<file path="config.mk">
export PLATFORM = sky130hd
export DESIGN_NAME = regfile_2r1w
export DESIGN_NICKNAME = d
export VERILOG_FILES = /design/src/rtl/regfile_2r1w.sv
export SDC_FILE = /design/constraint.sdc
export NUM_CORES = 2
export LEC_CHECK = 0
export ABC_AREA = 0
export CAP_MARGIN = 20
export CORE_MARGIN = 1
export CORE_UTILIZATION = 55
export CTS_BUF_LIST = sky130_fd_sc_hd__clkbuf_8
export DETAILED_ROUTE_END_ITERATION = 8
export GPL_ROUTABILITY_DRIVEN = 0
export PLACE_DENSITY = 0.68
export SYNTH_ARGS = -nofsm -noshare
export SYNTH_HDL_FRONTEND = slang
export SYNTH_SLANG_ARGS = --single-unit
</file>
<file path="constraint.sdc">
create_clock -name Clk -period 3.14 [get_ports Clk]
set_input_delay 0.785 -clock Clk [delete_from_list [all_inputs] [get_ports Clk]]
set_output_delay 0.785 -clock Clk [all_outputs]
set_load 0.01 [all_outputs]
</file>
<file path="src/rtl/regfile_2r1w.sv">
// regfile_2r1w: two-read one-write register file with hard-wired zero register and saturating write counter
// Ports: Clk, Rst_n (async active-low clear of all state)
//        RegWrite/WriteReg/WriteData - write port, commits on rising Clk
//        ReadReg1/ReadReg2 -> ReadData1/ReadData2 - combinational read ports
//        WriteCount - saturating count of committed writes to nonzero indices
// Build option: define REGFILE_BYPASS_EN to forward same-cycle WriteData to matching read ports
module regfile_2r1w #(
    parameter int DATA_W = 32,
    parameter int ADDR_W = 5
) (
    input  logic              Clk,
    input  logic              Rst_n,
    input  logic              RegWrite,
    input  logic [ADDR_W-1:0] WriteReg,
    input  logic [DATA_W-1:0] WriteData,
    input  logic [ADDR_W-1:0] ReadReg1,
    input  logic [ADDR_W-1:0] ReadReg2,
    output logic [DATA_W-1:0] ReadData1,
    output logic [DATA_W-1:0] ReadData2,
    output logic [15:0]       WriteCount
);
    logic [DATA_W-1:0] regs [2**ADDR_W];
    logic commit, byp1, byp2;
    // RegWrite gates first so an undriven WriteReg during idle cycles cannot select a register
    assign commit = RegWrite && (WriteReg != '0);
    always_ff @(posedge Clk or negedge Rst_n) begin
        if (!Rst_n) begin
            for (int i = 0; i < 2**ADDR_W; i++) regs[i] <= '0;
        end else if (commit) begin
            regs[WriteReg] <= WriteData;
        end
    end
    always_ff @(posedge Clk or negedge Rst_n) begin
        if (!Rst_n) WriteCount <= '0;
        else if (commit && WriteCount != 16'hFFFF) WriteCount <= WriteCount + 16'd1;
    end
`ifdef REGFILE_BYPASS_EN
    assign byp1 = Rst_n && commit && (WriteReg == ReadReg1);
    assign byp2 = Rst_n && commit && (WriteReg == ReadReg2);
`else
    assign byp1 = 1'b0;
    assign byp2 = 1'b0;
`endif
    // Register 0 is never written and is cleared on reset, so it always reads zero
    assign ReadData1 = byp1 ? WriteData : regs[ReadReg1];
    assign ReadData2 = byp2 ? WriteData : regs[ReadReg2];
endmodule

</file>
---- After elaboration in Yosys (flattened, before gate mapping) ----
Index checks and enable logic that the tools add are counted.
Widths: inputs -> output; s select.
word-level totals
  output and inout port bits .............. 80
  word-level logic and storage cells ...... 55
  input bits .............................. 50
  flip-flop bits (word level) ............. 1040
cells by class
  add/sub/neg operators ................... 1
  equal/unequal tests ..................... 1
  order comparisons ....................... 4
  bitwise gates (word level) .............. 3
  multiplexer cells ....................... 9
  reductions and logical operators ........ 4
operators by type and width
  cell                   number
  $bwmux 1024            1
  $bmux 32 s5            2
  $demux 32 s5           1
  $mux 32                5
  $ge 6x6->1 const B     3
  $not 5->6              3
  $add 16x1->16 const B  1
  $ne 16x16->1 const B   1
  $lt 6x1->1 const B     1
  $reduce_bool 5->1      1
  $logic_and 1x1->1      3

---- Depth between registers and ports, before layout ----
  depth after elaboration ................. 6
  depth in mapped cells ................... 8
  gate-level depth less buffers ........... 6

---- Least setup slack after synthesis ----
Ideal clock, no wire load.
  path kind ............................... input-to-output
  start point ............................. in ReadReg1[1]
  end point ............................... out ReadData1[18]
  slack ................................... 245 ps
  buffers on the path ..................... 4
  required time ........................... 2355 ps
  cell stages on the path ................. 8
  arrival time ............................ 2110 ps
  cells stage by stage .................... buf_2 > buf_2 > buf_4 > buf_2 > mux2i_1 > a22oi_1 > a31oi_1 > nand3_1
on the way
  cells in the longest elaborated chain, start to end .. 4
RTL lines
  what                                        line  source
  start: declaration                          16    input logic [ADDR_W-1:0] ReadReg1,
  $not 5->6 (implied by the code)             45    assign ReadData1 = byp1 ? WriteData : regs[ReadReg1];
  $bmux 32 s5                                 45
  $mux 32 (implied by the code) (2 in a row)  45
  end: declaration                            18    output logic [DATA_W-1:0] ReadData1,
Every way passes these cells. The select of a mux whose other input is x is not followed.

---- Final worst setup path ----
  start point ............................. in ReadReg1[0]
  end point ............................... out ReadData1[23]
Same word-level chain as after synthesis.

==> impl_metrics.tcl <==
set metrics [dict create \
    synth-main-ff-cell "dfrtp_1" \
    max_freq_mhz 311 \
    grt_pass1_vias 43300 \
    setup_viol_count_final 10 \
    layout_common_cells "1,040 x dfrtp_1, 1,005 x mux2i_1, 991 x mux2_2, 356 x buf_4, 237 x clkbuf_8" \
    r2r_setup_slack_ns 1.09 \
    timing.rr.start "WriteCount[0]$_DFFE_PN0P_" \
    maxCapViolations 0 \
    cp_max_fo 6 \
    yosys_warnings 0 \
    synth_top_area_cell "dfrtp_1" \
    synth-edff-count 0 \
    place_hpwl_mm 112 \
    floorplan.initialDensity 0.559 \
    die_area_sq_um 104000 \
    hold_viol_final 0 \
    regArea_sq_um 26000 \
    coreArea_sq_um 101000 \
    drc_errors 0 \
    grt_max_degree 112 \
    slew_viol_final 0 \
    ys_seq_elements 1040 \
    yosys.area_share.adder 0.000222 \
    drt_pass1_iterations 6 \
    row_count 116 \
    grt_overflow 0 \
    place_ws_ns -1.07 \
    period_minus_slack_ns 3.21 \
    finalClockSkew_ns 0.00344 \
    synthMuxAreaShare 0.382 \
    synthSimpleGateAreaFrac 0.0451 \
    cts_buffers 180 \
    rsz0062_at_grt "yes" \
    synthesis.instances 4676 \
    nets 5193 \
    drtIter0Drc 3936 \
    final_common_cell "dfrtp_1" \
    routed-via-count 42400 \
    p_total_mw 39.8 \
    clk_path_buf_depth 3 \
    die_w_microns 322 \
    synth_compound_area_frac 0.0702 \
    htreeDepth 4 \
    cts_tree "done" \
    powerDensity_nw_per_um2 567 \
    dieHeight_microns 322 \
    areaGrowthSynthToFinish_pct 24.7 \
    arrival_ns 2.43 \
    synth_top_family_by_area "multiplexers" \
    critical_path_class "input port to primary output" \
    power_leakage_nw 33.4 \
    r2r_end "WriteCount[1]$_DFFE_PN0P_" \
    syn-cell-area_sq_um 56300 \
    grt_pass1_wl_mm 276 \
    multi_input_comb_area_sq_um 29500 \
    ctsRootBufferMaster "clkbuf_8" \
    post_drt_wl_per_cell_microns 27.9 \
    yosysTopAreaCellShare 0.463 \
    ir_drop_v 0.000484 \
    antenna_found_initial 5 \
    crit_end "ReadData1[23]" \
    finish.utilization 0.697 \
    worstMarginPinSlew_ns 0.621 \
    synthTopCellsByArea "dfrtp_1 46%, mux2_2 20%, mux2i_1 18%, a22oi_1 2.6%, a22o_1 2.0%" \
    startpoint_type "input port" \
    syn_area_per_cell_sq_um 12.0 \
    ys_seq_area_frac 0.463 \
    setup_ws_ns -0.0744 \
    synth-xor-area-share 0.00187 \
    fill_cells 7354 \
    endpoint_kind "primary output" \
    async_flop_share 1.00 \
    ant_nets 0 \
    status "finished, violations left" \
    ys_types 40 \
    io_pins 130 \
    clkTransAtPathRegs_ns 0.06 \
    wl_mm 185 \
    clkSinkCount 1040 \
    globalRouteTotalUtil 0.355 \
    final.setup.tns_ns -0.301 \
    slew_headroom 0.586 \
    crit_required_ns 2.35 \
    final.period_utilization 1.02 \
    layout-drive-gt1-share 0.415 \
    reg2reg_depth 5 \
    startpoint "ReadReg1[0]" \
    post_drt_via_cell_ratio 6.39 \
    io_buffers 129 \
    clkLatencyLatePin_ns 0.86 \
    syn-num-nets 4727 \
    hp-class "register to register" \
    violations "negative setup slack" \
]
==> metrics by stage <==
| stage | cells | instance area (sq um) | hold slack, ns |
|---|---|---|---|
| after floorplan | 4676 | 56300 | 0.449 |
| after global placement | 6186 | 63300 | 0.385 |
| after detailed placement | 6186 | 63300 | 0.388 |
| after CTS | 6614 | 69500 | 0.401 |
| after global routing | 6637 | 70200 | 0.415 |
| final | 6637 | 70200 | 0.403 |
==> cells in the mapped netlist (9+ instances only) <==
cell type / count
dfrtp_1: 1040
mux2i_1: 1025
mux2_2: 991
clkbuf_1: 243
nand2_1: 208
nand3_1: 203
a21oi_1: 192
a22oi_1: 192
buf_2: 184
a22o_1: 128
nor3_1: 65
a31oi_1: 64
buf_4: 32
nor2_1: 22
buf_1: 19
nand2b_1: 9
==> how the worst min path moves through the flow <==
stage	startpoint	end	slack (ns)	cells after the start
floorplan	regs[1000]$_DFFE_PN0P_	regs[1000]$_DFFE_PN0P_	0.45	1
global placement	regs[1015]$_DFFE_PN0P_	regs[1015]$_DFFE_PN0P_	0.38	0
detailed placement	regs[1023]$_DFFE_PN0P_	regs[1023]$_DFFE_PN0P_	0.39	0
CTS	regs[1023]$_DFFE_PN0P_	regs[1023]$_DFFE_PN0P_	0.40	0
global route	regs[1023]$_DFFE_PN0P_	regs[1023]$_DFFE_PN0P_	0.41	0
finish	regs[1013]$_DFFE_PN0P_	regs[1013]$_DFFE_PN0P_	0.40	0
==> cells by family after synthesis <==
group / after synthesis
muxes: 2020
DFF: 1040
AOI/OAI and AO/OA: 577
and+or+nand+nor: 546
buffers and inverters: 480
xor gates and xnor gates: 12
adders and majority gates: 1
==> power breakdown <==
| part | internal [mW] | switching, mW | leakage, nW |
|---|---|---|---|
| clock | 7.02 | 5.79 | 2.11 |
| sequential | 16.0 | 2.04 | 13.3 |
| combinational | 4.87 | 4.09 | 18.0 |
| total | 27.9 | 11.9 | 33.4 |
==> worst max-delay path, stage by stage <==
cell and delay [ns]:
buf_12 0.12, buf_6 0.11, nor2_4 0.17, buf_12 0.15, buf_8 0.14, buf_12 0.14
buf_6 0.09, a22o_1 0.13, nor3_2 0.05, a31oi_1 0.19, nand3_1 0.16, buf_2 0.18
==> flip-flops by register name (all words and copies together), names as in the netlist <==
name	flops
regs	1024
WriteCount	16
==> layer usage <==
layer | wire length (microns) | track usage | vias to the layer above
li1 | - | - | 18200
met1 | 78700 | 0.481 | 22000
met2 | 84700 | 0.551 | 1749
met3 | 13600 | 0.0699 | 432
met4 | 8240 | 0.166 | 2
met5 | 15 | 0 | -
==> final cells by class <==
type | count | share of cell area
repair buffers | 762 | 0.132
clock inverters | 76 | 0.00635
diodes | 7 | 0.000250
inverters | 1 | 0.0000535
clock buffers | 237 | 0.0465
flip-flops and latches | 1040 | 0.371
multi-input cells | 3157 | 0.420
well taps | 1357 | 0.0242
==> repair_timing <==
action / 4_1_cts / 5_1_grt
gates resized for setup: 523 / 119
hold endpoints to repair: 34 / 0
pin swaps: 87 / 90
setup endpoints to repair: 64 / 59
hold buffers: 1 / 0
setup buffers: 92 / 21
cloned: 23 / 7
Power figures use the tool's default switching activity.
